===== config.mk =====
export PLATFORM = sky130hd
export DESIGN_NAME = key_conditioner
export DESIGN_NICKNAME = d
export VERILOG_FILES = /design/src/rtl/key_conditioner.sv
export SDC_FILE = /design/constraint.sdc
export NUM_CORES = 1
export LEC_CHECK = 0
export CORE_AREA = 3 3 168 170
export DETAILED_ROUTE_END_ITERATION = 8
export DIE_AREA = 0 0 171 173
export PLACE_DENSITY = 0.88
export SETUP_SLACK_MARGIN = 0.15
export SLEW_MARGIN = 20
export SYNTH_ARGS = -nofsm -noshare
export SYNTH_HDL_FRONTEND = slang
export SYNTH_SLANG_ARGS = --single-unit

===== constraint.sdc =====
create_clock -name clk -period 17.9 [get_ports clk]
set_input_delay 1.79 -clock clk [delete_from_list [all_inputs] [get_ports clk]]
set_output_delay 1.79 -clock clk [all_outputs]
set_load 0.05 [all_outputs]

===== src/rtl/key_conditioner.sv =====
// Four-key push-button conditioner: synchronize, debounce, press/release edges, auto-repeat or long-press.
// Note: the release pulse port is named rel because release is a reserved word.
module key_conditioner #(
  parameter int         DEBOUNCE_CYC = 1000000,
  parameter int         HOLD_CYC     = 25000000,
  parameter int         REPEAT_CYC   = 5000000,
  parameter logic [3:0] REPEAT_MASK  = 4'b0011
) (
  input  logic       clk,
  input  logic       reset,
  input  logic [3:0] key_n,
  output logic [3:0] level,
  output logic [3:0] press,
  output logic [3:0] rel,
  output logic [3:0] rpt,
  output logic [3:0] long
);

  localparam int DW = $clog2(DEBOUNCE_CYC + 1);
  localparam int HW = $clog2(HOLD_CYC + 1);
  localparam int RW = $clog2(REPEAT_CYC + 1);

  localparam logic [DW-1:0] DB_LAST   = DW'(DEBOUNCE_CYC - 1);
  localparam logic [HW-1:0] HOLD_LAST = HW'(HOLD_CYC - 1);
  localparam logic [RW-1:0] REP_LAST  = RW'(REPEAT_CYC - 1);

  localparam logic [1:0] IDLE   = 2'd0;
  localparam logic [1:0] HOLD   = 2'd1;
  localparam logic [1:0] REPEAT = 2'd2;
  localparam logic [1:0] HELD   = 2'd3;

  logic [3:0]    sync1, sync2;
  logic [DW-1:0] db_cnt   [4];
  logic [HW-1:0] hold_cnt [4];
  logic [RW-1:0] rep_cnt  [4];
  logic [1:0]    state    [4];
  logic [3:0]    db_hit, rise, fall;

  // db_hit marks the cycle the debounce counter would reach DEBOUNCE_CYC.
  always_comb begin
    db_hit = '0;
    rise   = '0;
    fall   = '0;
    for (int i = 0; i < 4; i++) begin
      db_hit[i] = ((~sync2[i]) != level[i]) && (db_cnt[i] == DB_LAST);
      rise[i]   = db_hit[i] && !level[i];
      fall[i]   = db_hit[i] && level[i];
    end
  end

  always_ff @(posedge clk or posedge reset) begin
    if (reset) begin
      sync1 <= '1;
      sync2 <= '1;
      level <= '0;
      press <= '0;
      rel   <= '0;
      rpt   <= '0;
      long  <= '0;
      for (int i = 0; i < 4; i++) begin
        db_cnt[i]   <= '0;
        hold_cnt[i] <= '0;
        rep_cnt[i]  <= '0;
        state[i]    <= IDLE;
      end
    end else begin
      sync1 <= key_n;
      sync2 <= sync1;
      for (int i = 0; i < 4; i++) begin
        press[i] <= rise[i];
        rel[i]   <= fall[i];
        rpt[i]   <= 1'b0;
        long[i]  <= 1'b0;

        if (db_hit[i]) begin
          level[i]  <= ~level[i];
          db_cnt[i] <= '0;
        end else if ((~sync2[i]) != level[i]) begin
          db_cnt[i] <= db_cnt[i] + 1'b1;
        end else begin
          db_cnt[i] <= '0;
        end

        // A falling level overrides any hold/repeat threshold landing on the same cycle.
        if (fall[i]) begin
          state[i] <= IDLE;
        end else begin
          case (state[i])
            IDLE: begin
              if (rise[i]) begin
                state[i]    <= HOLD;
                hold_cnt[i] <= '0;
              end
            end
            HOLD: begin
              if (hold_cnt[i] == HOLD_LAST) begin
                hold_cnt[i] <= '0;
                rep_cnt[i]  <= '0;
                if (REPEAT_MASK[i]) begin
                  state[i] <= REPEAT;
                  rpt[i]   <= 1'b1;
                end else begin
                  state[i] <= HELD;
                  long[i]  <= 1'b1;
                end
              end else begin
                hold_cnt[i] <= hold_cnt[i] + 1'b1;
              end
            end
            REPEAT: begin
              if (rep_cnt[i] == REP_LAST) begin
                rep_cnt[i] <= '0;
                rpt[i]     <= 1'b1;
              end else begin
                rep_cnt[i] <= rep_cnt[i] + 1'b1;
              end
            end
            default: state[i] <= HELD;
          endcase
        end
      end
    end
  end

endmodule


Word-level counts from Yosys, hierarchy flattened. Cells that the tools add are included. W data, S select, Z words.

Logic and storage cells: 202. Output and inout port bits: 20. Input port bits: 6. Flip-flop bits (word level): 306.

Reductions and logical operators: 40. Add/sub/neg operators: 12. Mux-type cells: 68. Bitwise operators: 12. Equal/unequal tests: 44.

Operators with widths (count): $mux W25 (8); $pmux W25 S2 (4); $mux W23 (8); $pmux W23 S2 (4); $mux W20 (8); $add A25 B1 Y25 const B (4); $eq A25 B25 Y1 const B (4); $add A23 B1 Y23 const B (4); $eq A23 B23 Y1 const B (4); $add A20 B1 Y20 const B (4); $eq A20 B20 Y1 const B (4); $reduce_and A3 Y1 (12); $mux W2 (12); $ne A2 B2 Y1 const B (12); $ne A3 B3 Y1 const B (8); $pmux W2 S3 (4); $mux W1 (18); $reduce_bool A2 Y1 (8); $logic_and A1 B1 Y1 (12); $not A1 Y1 (12); $eq A2 B1 Y1 const B (4); $eq A2 B2 Y1 const B (4); $logic_not A2 Y1 (4); $logic_not A1 Y1 (4); other kinds (2) (6).

Depth between registers and ports, before layout.
Word-level depth: 7. Depth in mapped cells: 10. Gate-level depth less buffers: 8.

Worst setup path before layout. No wires, ideal clock.

Path type: reg2reg. From: register hold_cnt[82] (netlist bit). To: register rep_cnt[85] (netlist bit). Path buffers: 2. Slack: 15.268 ns. Clock period less this slack: 2.632 ns. Required time: 17.835 ns. Arrival time: 2.567 ns. Stages on the path, launching flop included: 9. Path through: dfrtp_1 > or4_1 > or4_4 > o21a_1 > buf_6 > or3_1 > buf_2 > nor3_2 > o22a_1.

Cells in the longest elaborated chain, start to end: 3.

RTL lines: start, declared (line 34) `logic [HW-1:0] hold_cnt [4];`; start signal, assigned by index (line 107) `hold_cnt[i] <= hold_cnt[i] + 1'b1;`; $eq A25 B25 Y1 (line 96) `if (hold_cnt[i] == HOLD_LAST) begin`; $ne A2 B2 Y1 (no line); $reduce_and A3 Y1 (no line); end signal, assigned by index (line 115) `rep_cnt[i] <= rep_cnt[i] + 1'b1;`; end, declared (line 35) `logic [RW-1:0] rep_cnt [4];`.

No other way between the ends. A chain may end at the register's enable or synchronous reset.

Worst setup path after layout.
From: register level[1]. To: output port level[1].

RTL lines: start, declared (line 12) `output logic [3:0] level,`; start signal, assigned by index (line 76) `level[i] <= ~level[i];`.

No word-level cell between the ends.

==> flow_summary.yaml <==
run_status:
  status: "complete, no violations"
floorplanning:
  ios: 26
  die_area_sq_mm: 0.0296
  core-area_sq_mm: 0.0269
  die_x_um: 171
  rows: 60
  start_util_pct: 59.9
  die_h_um: 173
timing:
  fin_tns_setup_ns: 0
  grt_setup_unrepaired: "no"
  worst_pin_slew_ns: 1.03
  finalCritPeriodShare_pct: 20.9
  fin_ws_ns: 14.17
  fmaxAchievable_mhz: 268
  finalClockSkew_ns: 0.0147
  setup_viol: 0
  post-route-min-period_ns: 3.73
  slew_violations: 0
  slew_headroom_pct: 30.6
  hold_violations: 0
min_path:
  hold_path_class: "register to register"
critical_path:
  cpPeakStageDelay_ns: 0.87
  cp_cell_sequence: "clkdlybuf4s50_1"
  r2r-start: "rep_cnt[63]"
  ff2ff_path_depth: 6
  r2r_setup_slack_ns: 14.59
  cp_slowest_cell: "clkdlybuf4s50_1"
  critical_path_buf_inv_count: 1
  cpLargestDelayFamily: "buffers and inverters"
  worstPathMaxFanout: 8
  crit_start: "level[1]"
  criticalPathCategory: "register to output pin"
  end_kind: "output pin"
  rr_endpoint: "rep_cnt[48]"
  endpoint: "level[1]"
  critPathRequiredTime_ns: 16.11
  cp_data_arrival_time_ns: 1.94
  cp-start-kind: "register"
  cp.depth: 1
clock_tree:
  htreeDepth: 1
  cts.path.max_buffers: 3
  root_buffer: "clkbuf_16"
  cts-resized-gates: 0
  cts_tree: "done"
  numCtsBuffers: 31
  hold_buffers: 0
  clk-insertion-delay-late_ns: 0.57
  cts.clk_slew.worst_paths_ns: 0.06
  clock_sinks: 306
  postCtsSetupBuffers: 0
pwr:
  power_w: 0.00135
  ir_drop_mv: 0.0658
  p_leak_nw: 7.15
  cellPowerDensity_mw_per_mm2: 76.8
finish:
  final_cells: 2164
  drive_above_1_share_pct: 5.60
  fin_nets: 1824
  fin_area_sq_mm: 0.0176
  area_growth_pct: 9.27
  diodes: 0
global_routing:
  grt_max_degree: 127
  busiest_layer: "met2"
  use_met1_pct: 31.9
  grt_overflow: 0
  grt.total_usage_pct: 23.6
  first_global_vias: 13300
  grt_pass1_wl_mm: 61.7
  met2_usage_pct: 40.6
  antenna_found_initial: 0
  grt_use_met3_pct: 3.06
placement:
  dp.cells: 2108
  place_congestion: 0.831
  dp_worst_setup_slack_ns: 13.18
  hpwl_mm: 22.6
  io_buffers: 23
  place_area_sq_mm: 0.0166
logic_synthesis:
  ys_seq_area_share_pct: 47.6
  synth_cell_types: 61
  synthCells: 1808
  ys_warn_count: 0
  synth-async-reset-ratio_pct: 100
  ys.flop_type: "dfrtp_1"
  synth_edf_count: 0
  syn_area_sq_mm: 0.0161
  ys_seq_elements: 306
  syn_avg_cell_area_sq_um: 8.90
detailed_routing:
  vias: 13800
  first_iter_violations: 1350
  drt_first_pass_iters: 5
  routed_via_density: 6.37
  wire_per_inst_um: 16.1
  drc: 0
  ant_nets: 0
  wl_mm: 34.9
flow_run:
  cap_viol_max_count: 0
## power by group
| group | internal [W] | switching (W) | total, W |
|---|---|---|---|
| sequential | 0.000696 | 0.00000344 | 0.000699 |
| clock | 0.000365 | 0.000264 | 0.000629 |
| combinational | 0.00000434 | 0.0000189 | 0.0000233 |
## through the flow
| stage | utilization (%) | hold slack, ns |
|---|---|---|
| finish | 65.5 | 0.359 |
| global route | 65.5 | 0.363 |
| CTS | 65.4 | 0.363 |
| detailed placement | 61.8 | 0.349 |
| global placement | 61.8 | 0.349 |
| floorplan | - | 0.345 |
## layout by cell type, fill, tap and decap left out, types with 40 or more instances in the layout
cell type  instances
dfrtp_1          298
o21ai_0          229
nor2_1           206
nand2_1          159
nand3_1          117
o31ai_1           87
a21oi_1           56
nand4_1           55
a31oi_1           46
xor2_1            45
xnor2_1           41
and3_1            40
## final cells by class
class                      count  area (sq um)
clock buffer                  49           923
clock inverter                 7          63.8
fill                        2073          9290
inverter                      34           135
multi-input combinational   1385          8000
sequential                   306          7670
tap                          341           427
timing repair buffer          42           377
## worst min path at each step
| stage | start | depth (start not counted) | end | slack (ns) |
|---|---|---|---|---|
| 2_1_floorplan | sync1[0] | 0 | sync2[0] | 0.35 |
| 3_3_place_gp | sync1[1] | 0 | sync2[1] | 0.35 |
| 3_5_place_dp | sync1[3] | 0 | sync2[3] | 0.35 |
| 4_1_cts | sync1[3] | 0 | sync2[3] | 0.36 |
| 5_1_grt | sync1[3] | 0 | sync2[3] | 0.36 |
| 6_report | sync1[1] | 0 | sync2[1] | 0.36 |
## cell families (layout without fill, tap and decap cells)
family | Yosys count | after routing | synth area share (%)
xor+xnor | 86 | 86 | 4.68
mux | 2 | 2 | 0.124
fa+ha+maj | 18 | 18 | 1.40
simple gates | 818 | 818 | 26.4
compound gates | 459 | 459 | 16.8
other cells | 1 | 2 | 0.0233
flops | 306 | 306 | 47.6
buf+inv | 118 | 132 | 2.91
## synth_stat cells (3+ instances only)
library cell,count,area share (%)
and4_1,27,1.5
or4b_1,3,0.19
nor4bb_1,7,0.44
or2_2,9,0.35
a21oi_1,56,1.7
dfstp_2,8,1.3
inv_1,34,0.79
o211ai_1,3,0.14
a41oi_1,6,0.33
and3_1,40,1.6
xor2_1,45,2.4
nand4b_1,8,0.44
xnor2_1,41,2.2
nor2_1,206,4.8
and4b_1,3,0.19
buf_1,3,0.070
or4b_2,4,0.25
nor3_1,39,1.2
nor4b_1,7,0.38
dfrtp_1,298,46
a31oi_1,46,1.8
or3_1,15,0.58
nor3b_1,4,0.19
o21ai_0,232,7.2
nand4_1,55,2.1
o41ai_1,11,0.60
nand3_1,117,3.6
nor4_1,30,1.2
or2_1,3,0.12
clkbuf_1,71,1.7
o21a_1,4,0.19
buf_4,3,0.14
buf_2,6,0.19
nand3b_1,4,0.19
or4_1,14,0.65
and2_1,23,0.89
nand2_1,159,3.7
nor2b_1,14,0.54
nor3_2,3,0.19
o31ai_1,91,4.2
nand2b_1,17,0.66
ha_1,18,1.4
## state kept, by name, indices dropped and copies added (netlist names), 8 cells and up
| register | count |
|---|---|
| hold_cnt | 100 |
| rep_cnt | 92 |
| db_cnt | 80 |
| state | 8 |
## layer usage
layer  up-vias  wire, um
met4         0       567
li1       6609         -
met1      6765     15300
met3        53      1510
met5         -         0
met2       360     17500
Note: power is estimated with default switching activity, not from simulation.
